===== src/rtl/noc.sv =====
// Shared NoC types, flit header field offsets and the XY dimension-order route function.
package noc;

  typedef struct packed {
    logic [3:0] x;
    logic [3:0] y;
  } xy_t;

  typedef struct packed {
    logic head;
    logic tail;
  } preamble_t;

  localparam int messageTypeWidth = 2;

  typedef enum logic [messageTypeWidth-1:0] {
    msgRequest  = 2'd0,
    msgResponse = 2'd1,
    msgWrite    = 2'd2,
    msgControl  = 2'd3
  } message_t;

  typedef enum logic [4:0] {
    goNone  = 5'b00000,
    goLocal = 5'b00001,
    goNorth = 5'b00010,
    goEast  = 5'b00100,
    goSouth = 5'b01000,
    goWest  = 5'b10000
  } direction_t;

  localparam int PortQueueDepth = 4;

  // Field offsets are counted down from the flit MSB so they hold for any DataWidth.
  localparam int PreambleWidth = $bits(preamble_t);
  localparam int XyWidth       = $bits(xy_t);
  localparam int SrcTopOffset  = PreambleWidth;
  localparam int DstTopOffset  = PreambleWidth + XyWidth;
  localparam int MsgTopOffset  = PreambleWidth + 2 * XyWidth;
  localparam int HeaderWidth   = MsgTopOffset + messageTypeWidth;

  function automatic direction_t xy_route(input xy_t pos, input xy_t dest);
    direction_t dir;
    if (dest.x > pos.x)      dir = goEast;
    else if (dest.x < pos.x) dir = goWest;
    else if (dest.y < pos.y) dir = goNorth;
    else if (dest.y > pos.y) dir = goSouth;
    else                     dir = goLocal;
    return dir;
  endfunction

endpackage


===== src/rtl/noc_input_fifo.sv =====
// Flit queue for the NoC input unit: Depth x DataWidth circular buffer, front read from
// registered storage, so a flit written this cycle is visible no earlier than the next.
module noc_input_fifo #(
  parameter int DataWidth = 64,
  parameter int Depth     = 4
) (
  input  logic                         clk,
  input  logic                         rst,
  input  logic                         i_wr_en,
  input  logic [DataWidth-1:0]         i_wr_data,
  input  logic                         i_rd_en,
  output logic [DataWidth-1:0]         o_rd_data,
  output logic                         o_full,
  output logic                         o_empty,
  output logic [$clog2(Depth+1)-1:0]   o_count
);

  localparam int AddrW = (Depth > 1) ? $clog2(Depth) : 1;
  localparam int CntW  = $clog2(Depth + 1);

  logic [DataWidth-1:0] r_mem [Depth];
  logic [AddrW-1:0]     r_wr_ptr;
  logic [AddrW-1:0]     r_rd_ptr;
  logic [CntW-1:0]      r_count;
  logic                 w_rd;
  logic                 w_wr;

  assign o_full    = (r_count == CntW'(Depth));
  assign o_empty   = (r_count == '0);
  assign o_count   = r_count;
  assign o_rd_data = r_mem[r_rd_ptr];

  // A full queue still accepts a write when the front is dequeued in the same cycle.
  assign w_rd = i_rd_en && !o_empty;
  assign w_wr = i_wr_en && (!o_full || w_rd);

  function automatic logic [AddrW-1:0] next_ptr(input logic [AddrW-1:0] ptr);
    return (ptr == AddrW'(Depth - 1)) ? '0 : ptr + AddrW'(1);
  endfunction

  always_ff @(posedge clk) begin
    if (rst) begin
      r_wr_ptr <= '0;
      r_rd_ptr <= '0;
      r_count  <= '0;
    end else begin
      if (w_wr) r_wr_ptr <= next_ptr(r_wr_ptr);
      if (w_rd) r_rd_ptr <= next_ptr(r_rd_ptr);
      case ({w_wr, w_rd})
        2'b10:   r_count <= r_count + CntW'(1);
        2'b01:   r_count <= r_count - CntW'(1);
        default: r_count <= r_count;
      endcase
    end
  end

  always_ff @(posedge clk) begin
    if (w_wr) r_mem[r_wr_ptr] <= i_wr_data;
  end

endmodule


===== src/rtl/noc_input_unit.sv =====
// NoC router input unit: flit queue, packet FSM with XY routing, error flags and flow control.
// Define NOC_CREDIT_FC_EN for credit-pulse flow control; default is ack/nack stop signalling.
module noc_input_unit
  import noc::*;
#(
  parameter int  DataWidth = 64,
  parameter xy_t Position  = '0,
  parameter int  Depth     = PortQueueDepth
) (
  input  logic                 clk,
  input  logic                 rst,
  input  logic [DataWidth-1:0] data_in,
  input  logic                 data_void_in,
  output logic                 flow_out,
  output logic [DataWidth-1:0] data_out,
  output logic                 data_void_out,
  output direction_t           route_out,
  input  logic                 grant_in,
  output logic                 overflow_err,
  output logic                 proto_err
);

  localparam int CntW = $clog2(Depth + 1);

  typedef enum logic {IDLE, PACKET} state_t;

  state_t           r_state;
  direction_t       r_route_q;
  logic             r_flow;
  logic             r_overflow;
  logic             r_proto;

  logic [DataWidth-1:0] w_front;
  logic                 w_full;
  logic                 w_empty;
  logic [CntW-1:0]      w_count;
  logic                 w_head;
  logic                 w_tail;
  xy_t                  w_dest;
  direction_t           w_xy_dir;
  logic                 w_proto_bad;
  logic                 w_void;
  logic                 w_deq;
  logic                 w_wr_req;
  logic                 w_wr_ok;

  noc_input_fifo #(
    .DataWidth (DataWidth),
    .Depth     (Depth)
  ) u_fifo (
    .clk       (clk),
    .rst       (rst),
    .i_wr_en   (w_wr_req),
    .i_wr_data (data_in),
    .i_rd_en   (w_deq),
    .o_rd_data (w_front),
    .o_full    (w_full),
    .o_empty   (w_empty),
    .o_count   (w_count)
  );

  assign w_head   = w_front[DataWidth-1];
  assign w_tail   = w_front[DataWidth-2];
  assign w_dest   = w_front[DataWidth-1-DstTopOffset -: XyWidth];
  assign w_xy_dir = xy_route(Position, w_dest);

  // Out-of-sequence flits are hidden from downstream and drained on their own.
  assign w_proto_bad = !w_empty && ((r_state == IDLE) ? !w_head : w_head);
  assign w_void      = w_empty || w_proto_bad;
  assign w_deq       = (!w_void && grant_in) || w_proto_bad;

  assign w_wr_req = !data_void_in && !rst;
  assign w_wr_ok  = w_wr_req && (!w_full || w_deq);

  assign data_out      = w_front;
  assign data_void_out = w_void;
  assign route_out     = w_void ? goNone : ((r_state == IDLE) ? w_xy_dir : r_route_q);
  assign flow_out      = r_flow;
  assign overflow_err  = r_overflow;
  assign proto_err     = r_proto;

`ifdef NOC_CREDIT_FC_EN
  logic w_flow_next;
  logic [CntW-1:0] w_count_unused;
  assign w_count_unused = w_count;
  assign w_flow_next    = w_deq;
`else
  logic [CntW-1:0] w_next_count;
  logic            w_flow_next;
  always_comb begin
    w_next_count = w_count;
    if (w_wr_ok && !w_deq)      w_next_count = w_count + CntW'(1);
    else if (!w_wr_ok && w_deq) w_next_count = w_count - CntW'(1);
  end
  assign w_flow_next = (w_next_count >= CntW'(Depth - 1));
`endif

  always_ff @(posedge clk) begin
    if (rst) begin
      r_state    <= IDLE;
      r_route_q  <= goNone;
      r_flow     <= 1'b0;
      r_overflow <= 1'b0;
      r_proto    <= 1'b0;
    end else begin
      r_flow <= w_flow_next;
      if (w_wr_req && !w_wr_ok) r_overflow <= 1'b1;
      if (w_proto_bad)          r_proto    <= 1'b1;
      if (w_deq && !w_proto_bad) begin
        case (r_state)
          IDLE: begin
            r_route_q <= w_xy_dir;
            if (!w_tail) r_state <= PACKET;
          end
          PACKET: if (w_tail) r_state <= IDLE;
          default: r_state <= IDLE;
        endcase
      end
    end
  end

endmodule

===== config.mk =====
export PLATFORM = sky130hd
export DESIGN_NAME = noc_input_unit
export DESIGN_NICKNAME = d
export VERILOG_FILES = /design/src/rtl/noc.sv /design/src/rtl/noc_input_fifo.sv /design/src/rtl/noc_input_unit.sv
export SDC_FILE = /design/constraint.sdc
export NUM_CORES = 1
export LEC_CHECK = 0
export BUFFER_PORTS_ARGS = -buffer_cell sky130_fd_sc_hd__buf_4
export CORE_MARGIN = 2
export CORE_UTILIZATION = 51
export DETAILED_ROUTE_END_ITERATION = 6
export GPL_ROUTABILITY_DRIVEN = 0
export HOLD_SLACK_MARGIN = 0.1
export PLACE_DENSITY = 0.75
export SLEW_MARGIN = 20
export SYNTH_ARGS = -nofsm -noshare
export SYNTH_HDL_FRONTEND = slang
export SYNTH_SLANG_ARGS = --single-unit

===== constraint.sdc =====
create_clock -name clk -period 3.2 [get_ports clk]
set_input_delay 0.16 -clock clk [delete_from_list [all_inputs] [get_ports clk]]
set_output_delay 0.16 -clock clk [all_outputs]
set_load 0.02 [all_outputs]

* Word-level counts from Yosys, hierarchy flattened
Memories as Yosys holds them, arrays and structs flattened. A register that Yosys moved wholly into a read port is not among the register bits.
Index checks and enable logic that the tools add are counted.
** Operators by class
- Multiplexer cells :: 17
- Equality and inequality tests :: 5
- Order comparisons :: 5
- Add/subtract/negate cells :: 4
- Reductions and logical operators :: 25
** Operators with widths (number)
- $mux W5 :: 4
- $logic_and A1 B1 Y1 :: 10
- $logic_not A1 Y1 :: 9
- $gt A4 B1 Y1 const B :: 2
- $lt A4 B1 Y1 const B :: 2
- $mux W2 :: 4
- $mux W4 :: 2
- $eq A2 B2 Y1 const B :: 3
- $mux W3 :: 2
- $pmux W3 S2 :: 1
- $add A2 B1 Y2 const B :: 2
- $logic_or A1 B1 Y1 :: 4
- $mux W1 :: 4
- $add A3 B1 Y3 const B :: 1
- $eq A3 B3 Y1 const B :: 1
- $ge A3 B2 Y1 const B :: 1
- $logic_not A3 Y1 :: 1
- $sub A3 B1 Y3 const B :: 1
- $eq A2 B1 Y1 const B :: 1
- $reduce_bool A2 Y1 :: 1
** Word-level totals
- RAM bits :: 256
- Input port bits :: 68
- Memories :: 1
- Register bits after elaboration :: 16
- Output and inout port bits :: 73
** Memory list
- u_fifo.r_mem :: words 4, bits a word 64, read ports 1, clocked after Yosys merged registers in 1, write ports 1, RTL line noc_input_fifo.sv:21 : logic [DataWidth-1:0] r_mem [Depth];

* Longest topological paths before layout
Gate-level depths: netlist of run 1.
- Depth in word-level cells :: 14
- Gate-level depth with buffers :: 10
- Depth with buffers taken out :: 9

* Cells and area by module
A second synthesis of run 1 with hierarchy kept.
** Unflattened totals
- Cell total of the unflattened synthesis :: 456
- Area, all modules :: 10259.8 um^2
** By module, submodules not included
- noc_input_fifo :: area each 9738.1 um^2, instances 1, cells an instance 393
- noc_input_unit :: area each 521.8 um^2, instances 1, cells an instance 63

* Least setup slack after synthesis of run 1
OpenSTA, ideal clock, no wires.
- Path type :: register to register
- Start point :: register with a tool-made name
- End point :: memory u_fifo.r_mem[0][0] (enable)
- Stages on the path, launching flop included :: 7
- Arrival :: 3211 ps
- Buffers on the path :: 1
- Path slack :: -440 ps
- Cell sequence :: dfxtp_1 -> buf_6 -> mux4_2 -> xnor2_4 -> nor2_2 -> a31oi_4 -> and2_1
** RTL lines (RTL line)
- end: declaration :: noc_input_fifo.sv:21

==> flow_metrics.tcl, run 1 <==
set metrics [dict create \
    status "complete, no violations" \
    synthTopCellsByCount "256 x edfxtp_1, 64 x mux4_2, 18 x dfxtp_1, 18 x nor2_1, 9 x ha_1" \
    cts_sinks 274 \
    setup_viol 0 \
    peakVddDrop_mv 0.6771 \
    synth.distinct_cells 34 \
    wl_per_cell_microns 20.71 \
    yosysTopAreaCellShare 0.7516 \
    grt_max_degree 65 \
    post-cts-setup-buffers 0 \
    clock_latency_ps 540 \
    ys_warn_count 0 \
    drt_wl_total_microns 20010 \
    clk_transition_reported_paths_ps 60 \
    final.setup_skew_ps 19.77 \
    max_stage_delay_ps 540 \
    synthCells 449 \
    firstDrtPassIters 4 \
    grt_pass1_vias 5709 \
    dr.first_iter.drc_count 329 \
    synth_edf_count 256 \
    antenna_found_initial 0 \
    rsz0062_at_grt "false" \
    syn2layout_area_growth_pct 30.01 \
    cp_max_fo 45 \
    cts_tree "built" \
    grt_pass1_wl_microns 31720 \
    ant_nets 0 \
    diodes 0 \
    port_buffers 140 \
    rrSetupSlack_ps 500 \
    routed_via_density 5.427 \
    ys_seq_area_frac 0.7868 \
    slew_headroom 0.5539 \
    cpMaxStageDelayCell "dfxtp_4" \
    grtUsageTotal 0.1924 \
    syn_nets 526 \
    hold_path.class "in2reg" \
    maxSlewViolCount 0 \
    end_kind "primary output" \
    path_class "reg2out" \
    ioPinCount 141 \
    drc_errors 0 \
    start_util 0.5221 \
    clockBufferDepth 3 \
    synth.most_common_cell "edfxtp_1" \
    start_kind "register" \
    final_util 0.6788 \
    yosys_most_used_dff "edfxtp_1" \
    synth_area_leader_cell "edfxtp_1" \
    num_vias 5242 \
    critical_path.top_delay_family "buffers and inverters" \
    tightest_slew_ps 669.2 \
    htreeDepth 1 \
    synth.avg_cell_area_sq_um 22.78 \
    post-dp-hpwl_microns 11550 \
    die_w_microns 145.6 \
    crit_chain "buf_6 > mux4_2 > or4_1 > a22oi_1 > nor2_1 > buf_4" \
    setup_tns_ps 0 \
    synth_area_sq_mm 0.01023 \
    fp-row-count 51 \
    die_h_microns 145.6 \
    cts-buffers-inserted 28 \
    cp.arrival_ps 2890 \
    synth_area_leaders "edfxtp_1 75%, mux4_2 14%, dfxtp_1 3.5%" \
    nets 756 \
    p_leak_nw 4.577 \
    clock-root-buffer "clkbuf_16" \
    cp_data_required_time_ps 3040 \
    drive_gt1_frac 0.3852 \
    drv_cap 0 \
    fin_crit_ps 3047 \
    timing.final.crit_share 0.9522 \
    power_mw 9.975 \
    power_density_mw_per_mm2 750.2 \
    clock.fmax_mhz 328.2 \
    die_area_sq_mm 0.02121 \
    grt.overflow.total 0 \
    async_reset_ff_frac 0 \
    ys_seq_elements 274 \
    cp.buffers_inverters 2 \
    core_sq_mm 0.01959 \
    nFillCells 1202 \
    hold_viol_final 0 \
]
## power breakdown
part           internal [mW]  total [mW]  leakage, nW  switching, mW
clock network           1.92        3.21        0.453           1.29
registers               4.14        4.26         2.47          0.124
logic                   1.16        2.50         1.65           1.34
total                   7.22        9.98         4.58           2.75
## state kept, by name, summed over array words and instances, names as in the netlist, named ones only
name / count
proto_err: 1
u_fifo.r_mem: 256
r_route_q: 5
u_fifo.r_wr_ptr: 2
u_fifo.o_count: 3
r_state: 1
flow_out: 1
overflow_err: 1
u_fifo.r_rd_ptr: 2
## placed cells by master, fill, tap and decap left out, types with 5 or more instances in the layout
cell           Yosys  final
buf_4              0    143
a21oi_1            6      6
buf_12             0      5
ha_1               9      9
nand2_1            8      8
mux4_2            64     64
dlygate4sd3_1      0     67
clkbuf_1           6      5
clkbuf_16          0     28
clkinv_1           0      6
edfxtp_1         256    256
nor2_1            18     18
inv_1              6      6
dfxtp_1           18     16
## what timing repair did
action | 4_1_cts | 5_1_grt
hold buffers | 67 | 0
setup endpoints to repair | 1 | 46
endpoints found under the hold margin | 272 | 0
gates resized for setup | 1 | 1
cloned | 0 | 0
## layout make-up
cell class	count	area (sq um)	share of cell area
Clock buffer	36	760.7	0.05721
Multi-Input combinational cell	152	2090	0.1571
Clock inverter	16	171.4	0.01289
Tap cell	265	331.6	0.02493
Sequential cell	274	8055	0.6058
Inverter	6	22.52	0.001694
Timing Repair Buffer	217	1867	0.1404
## stage by stage
step	worst slack (ps)	instances	area, sq um	hold slack, ps
floorplan	254.7	449	10230	238.5
global placement	538.0	847	11690	359.5
detailed placement	488.9	847	11690	363.6
CTS	56.89	966	13290	342.2
global route	20.01	966	13300	360.7
finish	152.9	966	13300	366.3
## worst register-to-register path, cell delays in order (launching register included)
cell and delay (ps):
dfxtp_4 540, mux4_2 460, xnor2_4 240, nor2_2 90, a31oi_4 300, and2_4 460, buf_4 320
## kinds of logic (layout without fill, tap and decap cells)
kind of cell	count (synthesis)	after routing	synth area share
AND/OR/NAND/NOR	50	50	0.02545
multiplexers	70	70	0.1470
adder cells (fa/ha/maj)	9	9	0.01101
buffers and inverters	23	275	0.009908
XOR/XNOR	5	5	0.006116
flip-flops	274	274	0.7868
AO/OA/AOI/OAI	18	18	0.01370
## metal layers
| layer | share of wire | global-route usage |
|---|---|---|
| met5 | 0 | 0 |
| met4 | 0.016 | 0.04755 |
| met3 | 0.065 | 0.04577 |
| met2 | 0.50 | 0.3209 |
| met1 | 0.42 | 0.2609 |
## worst paths after layout
path                                  start                             to  cells past startpoint
setup reg to reg                   register  u_fifo.r_mem[1][10]$_DFFE_PP_                      6
setup / recovery                   register                   route_out[3]                      6
hold reg to reg   r_route_q[1]$_SDFFE_PP0P_      r_route_q[1]$_SDFFE_PP0P_                      1
hold / removal                   data_in[8]   u_fifo.r_mem[3][8]$_DFFE_PP_                      2
Power figures use the tool's default switching activity.
==> run 2: changes to the inputs <==
Settings changed: SYNTH_HIERARCHICAL set to 1.
==> run 2 against run 1 <==
  * Synthesized cell count increased by 1.6%
  * Die area increased by 0.30%
  * Maximum frequency increased by 0.11%
  * Sequential cell count unchanged
  * Critical path depth increased by 1
  * Sequential share of layout area about the same
  * Count of clock-buffer cells in the layout decreased by 2
  * Total power decreased by 25%
  * Worst hold slack got worse by 210 ps
  * Non-clock buffer count increased by 3
  * Largest power group unchanged
==> flow_metrics.tcl, run 2 <==
set metrics [dict create \
    synthAdderAreaFrac 0.01049 \
    p_leak_nw 4.549 \
    cts_tree "built" \
    drc_errors 0 \
    peakVddDrop_mv 0.5398 \
    synth.most_common_cell "edfxtp_1" \
    setup_ws_ps 156.1 \
    final_common_cell "edfxtp_1" \
    hold_path.class "in2reg" \
    nFillCells 1225 \
    synth_area_leader_cell "edfxtp_1" \
    grt_pass1_wl_microns 31570 \
    syn_nets 532 \
    synth_mux_area_frac 0.1445 \
    path_class "reg2out" \
    drt_wl_total_microns 19900 \
    num_vias 5261 \
    final.setup_skew_ps 13.80 \
    port_buffers 140 \
    die_w_microns 145.8 \
    dr.first_iter.drc_count 324 \
    yosysTopAreaCellShare 0.7493 \
    tightest_slew_ps 651.3 \
    yosys_most_used_dff "edfxtp_1" \
    grt.overflow.total 0 \
    nets 763 \
    core_sq_mm 0.01959 \
    cp.arrival_ps 2880 \
    antenna_found_initial 0 \
    hold_viol_final 0 \
    synthTopCellsByCount "256 x edfxtp_1, 64 x mux4_2, 19 x nor2_1, 18 x dfxtp_1, 12 x inv_1" \
    clk_transition_reported_paths_ps 60 \
    crit_chain "buf_16 > mux4_2 > or4_1 > nor2_4 > a22oi_1 > nor2_1 > buf_4" \
    synth-compound-area-share 0.01512 \
    grt_max_degree 65 \
    timing.final.crit_share 0.9512 \
    fin_crit_ps 3044 \
    ys_warn_count 6 \
    clock-root-buffer "clkbuf_16" \
    dp_slack_ps 89.02 \
    cp_data_required_time_ps 3040 \
    synth_area_sq_mm 0.01026 \
    cts-buffers-inserted 28 \
    grt_pass1_vias 5739 \
    largest_reg_flops 256 \
    start_util 0.5237 \
    post-dp-hpwl_microns 11310 \
    max_stage_delay_ps 590 \
    drv_cap 0 \
    cp_max_fo 37 \
    synth_top_family_by_area "multiplexers" \
    synthXorXnorAreaFrac 0.004146 \
    power_density_mw_per_mm2 561.5 \
    final_util 0.6789 \
    firstDrtPassIters 4 \
    ant_nets 0 \
    status "complete, no violations" \
    die_h_microns 145.8 \
    cts_sinks 274 \
    drive_gt1_frac 0.3819 \
    diodes 0 \
    synthCells 456 \
    die_area_sq_mm 0.02127 \
    synth.avg_cell_area_sq_um 22.50 \
    synth_edf_count 256 \
    clock_latency_ps 520 \
    clockBufferDepth 3 \
    synth.distinct_cells 44 \
    synth_area_leaders "edfxtp_1 75%, mux4_2 14%, dfxtp_1 3.5%" \
    fp-row-count 51 \
    regMostFlops "u_fifo/r_mem" \
    start_kind "register" \
    ys_seq_area_frac 0.7844 \
    end_kind "primary output" \
    routed_via_density 5.413 \
    htreeDepth 1 \
    synth-simple-area-share 0.02671 \
    maxSlewViolCount 0 \
    slew_headroom 0.5642 \
    wl_per_cell_microns 20.47 \
    setup_viol 0 \
    ys_seq_elements 274 \
    async_reset_ff_frac 0 \
    syn2layout_area_growth_pct 29.63 \
    grtUsageTotal 0.1896 \
    mostFrequentLayoutCells "256 x edfxtp_1, 144 x buf_4, 68 x dlygate4sd3_1" \
    cpMaxStageDelayCell "or4_1" \
    ioPinCount 141 \
    clock.fmax_mhz 328.5 \
]
## run 2: changes by cell type after synthesis, sizes merged, moves of 3 or more
cell    delta
nor3       +4
a21oi      -4
o21ai      -3
buf        +7
nand2      -8
a31oi      +3
clkbuf     -5
inv        +7
## run 2: kinds of logic after synthesis
| logic type | Yosys count |
|---|---|
| flip-flops | 274 |
| multiplexers | 68 |
| AND/OR/NAND/NOR | 50 |
| buffers and inverters | 32 |
| AO/OA/AOI/OAI | 20 |
| adder cells (fa/ha/maj) | 8 |
| XOR/XNOR | 4 |
## run 2: through the flow
step / area [sq um] / power (mW) / instances / hold slack [ps] / TNS, ps
detailed placement: 11710 / 4.482 / 852 / 363.2 / 0
floorplan: 10260 / 4.267 / 456 / 258.9 / -9138
CTS: 13270 / 7.531 / 970 / 133.9 / 0
global route: 13300 / 7.707 / 972 / 175.1 / -15.29
finish: 13300 / 7.469 / 972 / 151.5 / 0
global placement: 11710 / 4.459 / 852 / 358.2 / 0
## run 2: final timing paths
path                              from                              to  slack, ps  cells after the start
max reg2reg                   register  u_fifo/o_count[2]$_SDFFE_PP0P_        170                     11
max                           register                    route_out[0]        160                      7
min reg2reg  r_route_q[1]$_SDFFE_PP0P_       r_route_q[1]$_SDFFE_PP0P_        450                      1
min                       data_void_in             flow_out$_SDFF_PP0_        150                      5
## run 2: routing by layer
metal  global-route usage  wire length, microns  up-vias
met3              0.05392                  1494       35
met1               0.2501                  8159     2691
li1                     -                     -     2353
met2               0.3177                  9917      182
met5                    0                     0        -
met4              0.04363                   326        0
## run 2: final cells by class
type	instances	area, sq um	share of cell area
multi-input combinational	150	2079	0.1563
clock buffer	34	754.5	0.05673
timing repair buffer	220	1929	0.1451
clock inverter	16	101.3	0.007620
inverter	13	48.80	0.003669
sequential	274	8055	0.6056
tap	265	331.6	0.02493
## run 2: worst max-delay path, delay by kind of cell, from the launching register on
| family | cells | cell delay [ps] |
|---|---|---|
| AO/OA/AOI/OAI | 1 | 100 |
| buffers and inverters | 2 | 430 |
| flip-flops | 1 | 370 |
| multiplexers | 1 | 560 |
| AND/OR/NAND/NOR | 3 | 890 |
## run 2: power by group
part	leakage [nW]	internal [mW]	total, mW	switching, mW
Combinational	1.66	0.230	0.460	0.230
Sequential	2.47	4.00	4.02	0.0222
Clock	0.420	1.74	2.99	1.25
Total	4.55	5.97	7.47	1.50
## run 2: timing repair
action / CTS / global route
hold buffers: 68 / 0
gates resized for setup: 5 / 5
buffers inserted: 0 / 2
setup endpoints to repair: 3 / 3
hold endpoints to repair: 272 / 0
pin swaps: 0 / 1
==> run 3: changes to the inputs <==
Settings changed: REMOVE_ABC_BUFFERS set to 1.
==> run 3 against run 2 <==
  * Largest power group unchanged
  * Sequential cell count is the same
  * Clock power up 5%
  * Critical path depth increased by 4
  * Maximum frequency down 0.23%
  * Worst hold slack improved by 230 ps
  * Critical endpoint is now u_fifo/o_count[2]$_SDFFE_PP0P_
  * First-iteration DRC count grew 16%
  * Register-to-register slack got worse by 20 ps
  * Sequential power about the same
  * Sequential share of layout area hardly changed
  * Die area is the same
==> flow_metrics.tcl, run 3 (synthesis gave the netlist of run 2 again) <==
set metrics [dict create \
    path_class "reg2reg" \
    start_util 0.5237 \
    cts_tree "built" \
    grt_pass1_vias 5641 \
    cp.arrival_ps 3460 \
    drc_errors 0 \
    die_area_sq_mm 0.02127 \
    drt_wl_total_microns 19400 \
    die_h_microns 145.8 \
    mostFrequentLayoutCells "256 x edfxtp_1, 146 x buf_4, 68 x dlygate4sd3_1" \
    status "complete, no violations" \
    clock.fmax_mhz 327.8 \
    clk_transition_reported_paths_ps 60 \
    routed_via_density 5.415 \
    die_w_microns 145.8 \
    grtUsageTotal 0.1827 \
    timing.final.crit_share 0.9534 \
    largest_reg_flops 256 \
    start_kind "register" \
    firstDrtPassIters 5 \
    final.setup_skew_ps 12.56 \
    port_buffers 140 \
    rsz0062_at_grt "false" \
    dp_slack_ps 107.3 \
    slew_headroom 0.5946 \
    dr.first_iter.drc_count 376 \
    hold_viol_final 0 \
    end_kind "register" \
    grt_max_degree 64 \
    core_sq_mm 0.01959 \
    syn2layout_area_growth_pct 29.70 \
    clockBufferDepth 3 \
    antenna_found_initial 2 \
    maxSlewViolCount 0 \
    cp_data_required_time_ps 3610 \
    hold_path.class "in2reg" \
    clock-root-buffer "clkbuf_16" \
    ant_nets 0 \
    p_leak_nw 4.552 \
    power_density_mw_per_mm2 572.9 \
    peakVddDrop_mv 0.7530 \
    regMostFlops "u_fifo/r_mem" \
    wl_per_cell_microns 20.00 \
    setup_ws_ps 149.2 \
    cts_sinks 274 \
    num_vias 5253 \
    drive_gt1_frac 0.3841 \
    ioPinCount 141 \
    drv_cap 0 \
    cp_max_fo 6 \
    post-dp-hpwl_microns 11440 \
    clock_latency_ps 520 \
    cts-buffers-inserted 27 \
    final_util 0.6792 \
    fin_crit_ps 3051 \
    nets 762 \
    setup_viol 0 \
    htreeDepth 1 \
    grt_pass1_wl_microns 30330 \
    grt.overflow.total 0 \
    fp-row-count 51 \
    tightest_slew_ps 603.4 \
    final_common_cell "edfxtp_1" \
]
==> run 3: repair_timing <==
item                                    4_1_cts  5_1_grt
resized for setup                             5        3
buffers inserted                              0        1
endpoints found under the setup margin        3        2
endpoints found under the hold margin       272        0
hold buffers                                 68        0
==> run 3: per-stage QoR <==
| step | total power [mW] | cell area [sq um] | std cells | TNS (ps) | hold WS [ps] |
|---|---|---|---|---|---|
| detailed placement | 4.481 | 11690 | 853 | 0 | 364.2 |
| floorplan | 4.263 | 10160 | 437 | -872400 | 229.4 |
| global route | 7.883 | 13300 | 969 | 0 | 370.8 |
| finish | 7.623 | 13310 | 970 | 0 | 382.6 |
| global placement | 4.461 | 11690 | 853 | 0 | 358.4 |
| CTS | 7.693 | 13280 | 967 | 0 | 358.6 |
==> run 3: final timing paths <==
path                                           startpoint                              to  slack, ps  cells after the start
worst max-delay path                             register  u_fifo/o_count[2]$_SDFFE_PP0P_        150                     11
worst min-delay path                          data_in[43]   u_fifo/r_mem[3][43]$_DFFE_PP_        380                      2
worst max register to register                   register  u_fifo/o_count[2]$_SDFFE_PP0P_        150                     11
worst min register to register  r_route_q[1]$_SDFFE_PP0P_       r_route_q[1]$_SDFFE_PP0P_        470                      1
==> run 3: worst max-delay path: stages, from the launching register on <==
cell and delay (ps):
dfxtp_4 370, mux4_2 560, xor2_2 190, a21o_1 250, inv_2 120, o31ai_2 130
or2_2 310, fa_1 360, inv_1 80, nor3_1 50, a31oi_1 180, mux2_1 330
==> run 3: power breakdown <==
group          internal, mW  total [mW]  switching, mW  leakage (nW)
registers              3.99        4.02         0.0211          2.47
clock network          1.92        3.15           1.23         0.430
logic                 0.230       0.457          0.227          1.65
total                  6.15        7.62           1.47          4.55
==> run 3: layout make-up <==
cell class	instances	area [sq um]
Multi-Input combinational cell	150	2074
Timing Repair Buffer	220	1899
Clock buffer	34	732.0
Inverter	13	48.80
Clock inverter	12	160.2
Fill cell	1282	6284
Antenna cell	2	5.005
Sequential cell	274	8055
Tap cell	265	331.6
==> run 3: metal layers <==
| layer | wire length (microns) | vias to the layer above | global-route usage |
|---|---|---|---|
| li1 | - | 2349 | - |
| met1 | 7710 | 2666 | 0.2355 |
| met2 | 9669 | 199 | 0.3047 |
| met3 | 1496 | 39 | 0.05141 |
| met4 | 522 | 0 | 0.05784 |
| met5 | 0 | - | 0 |
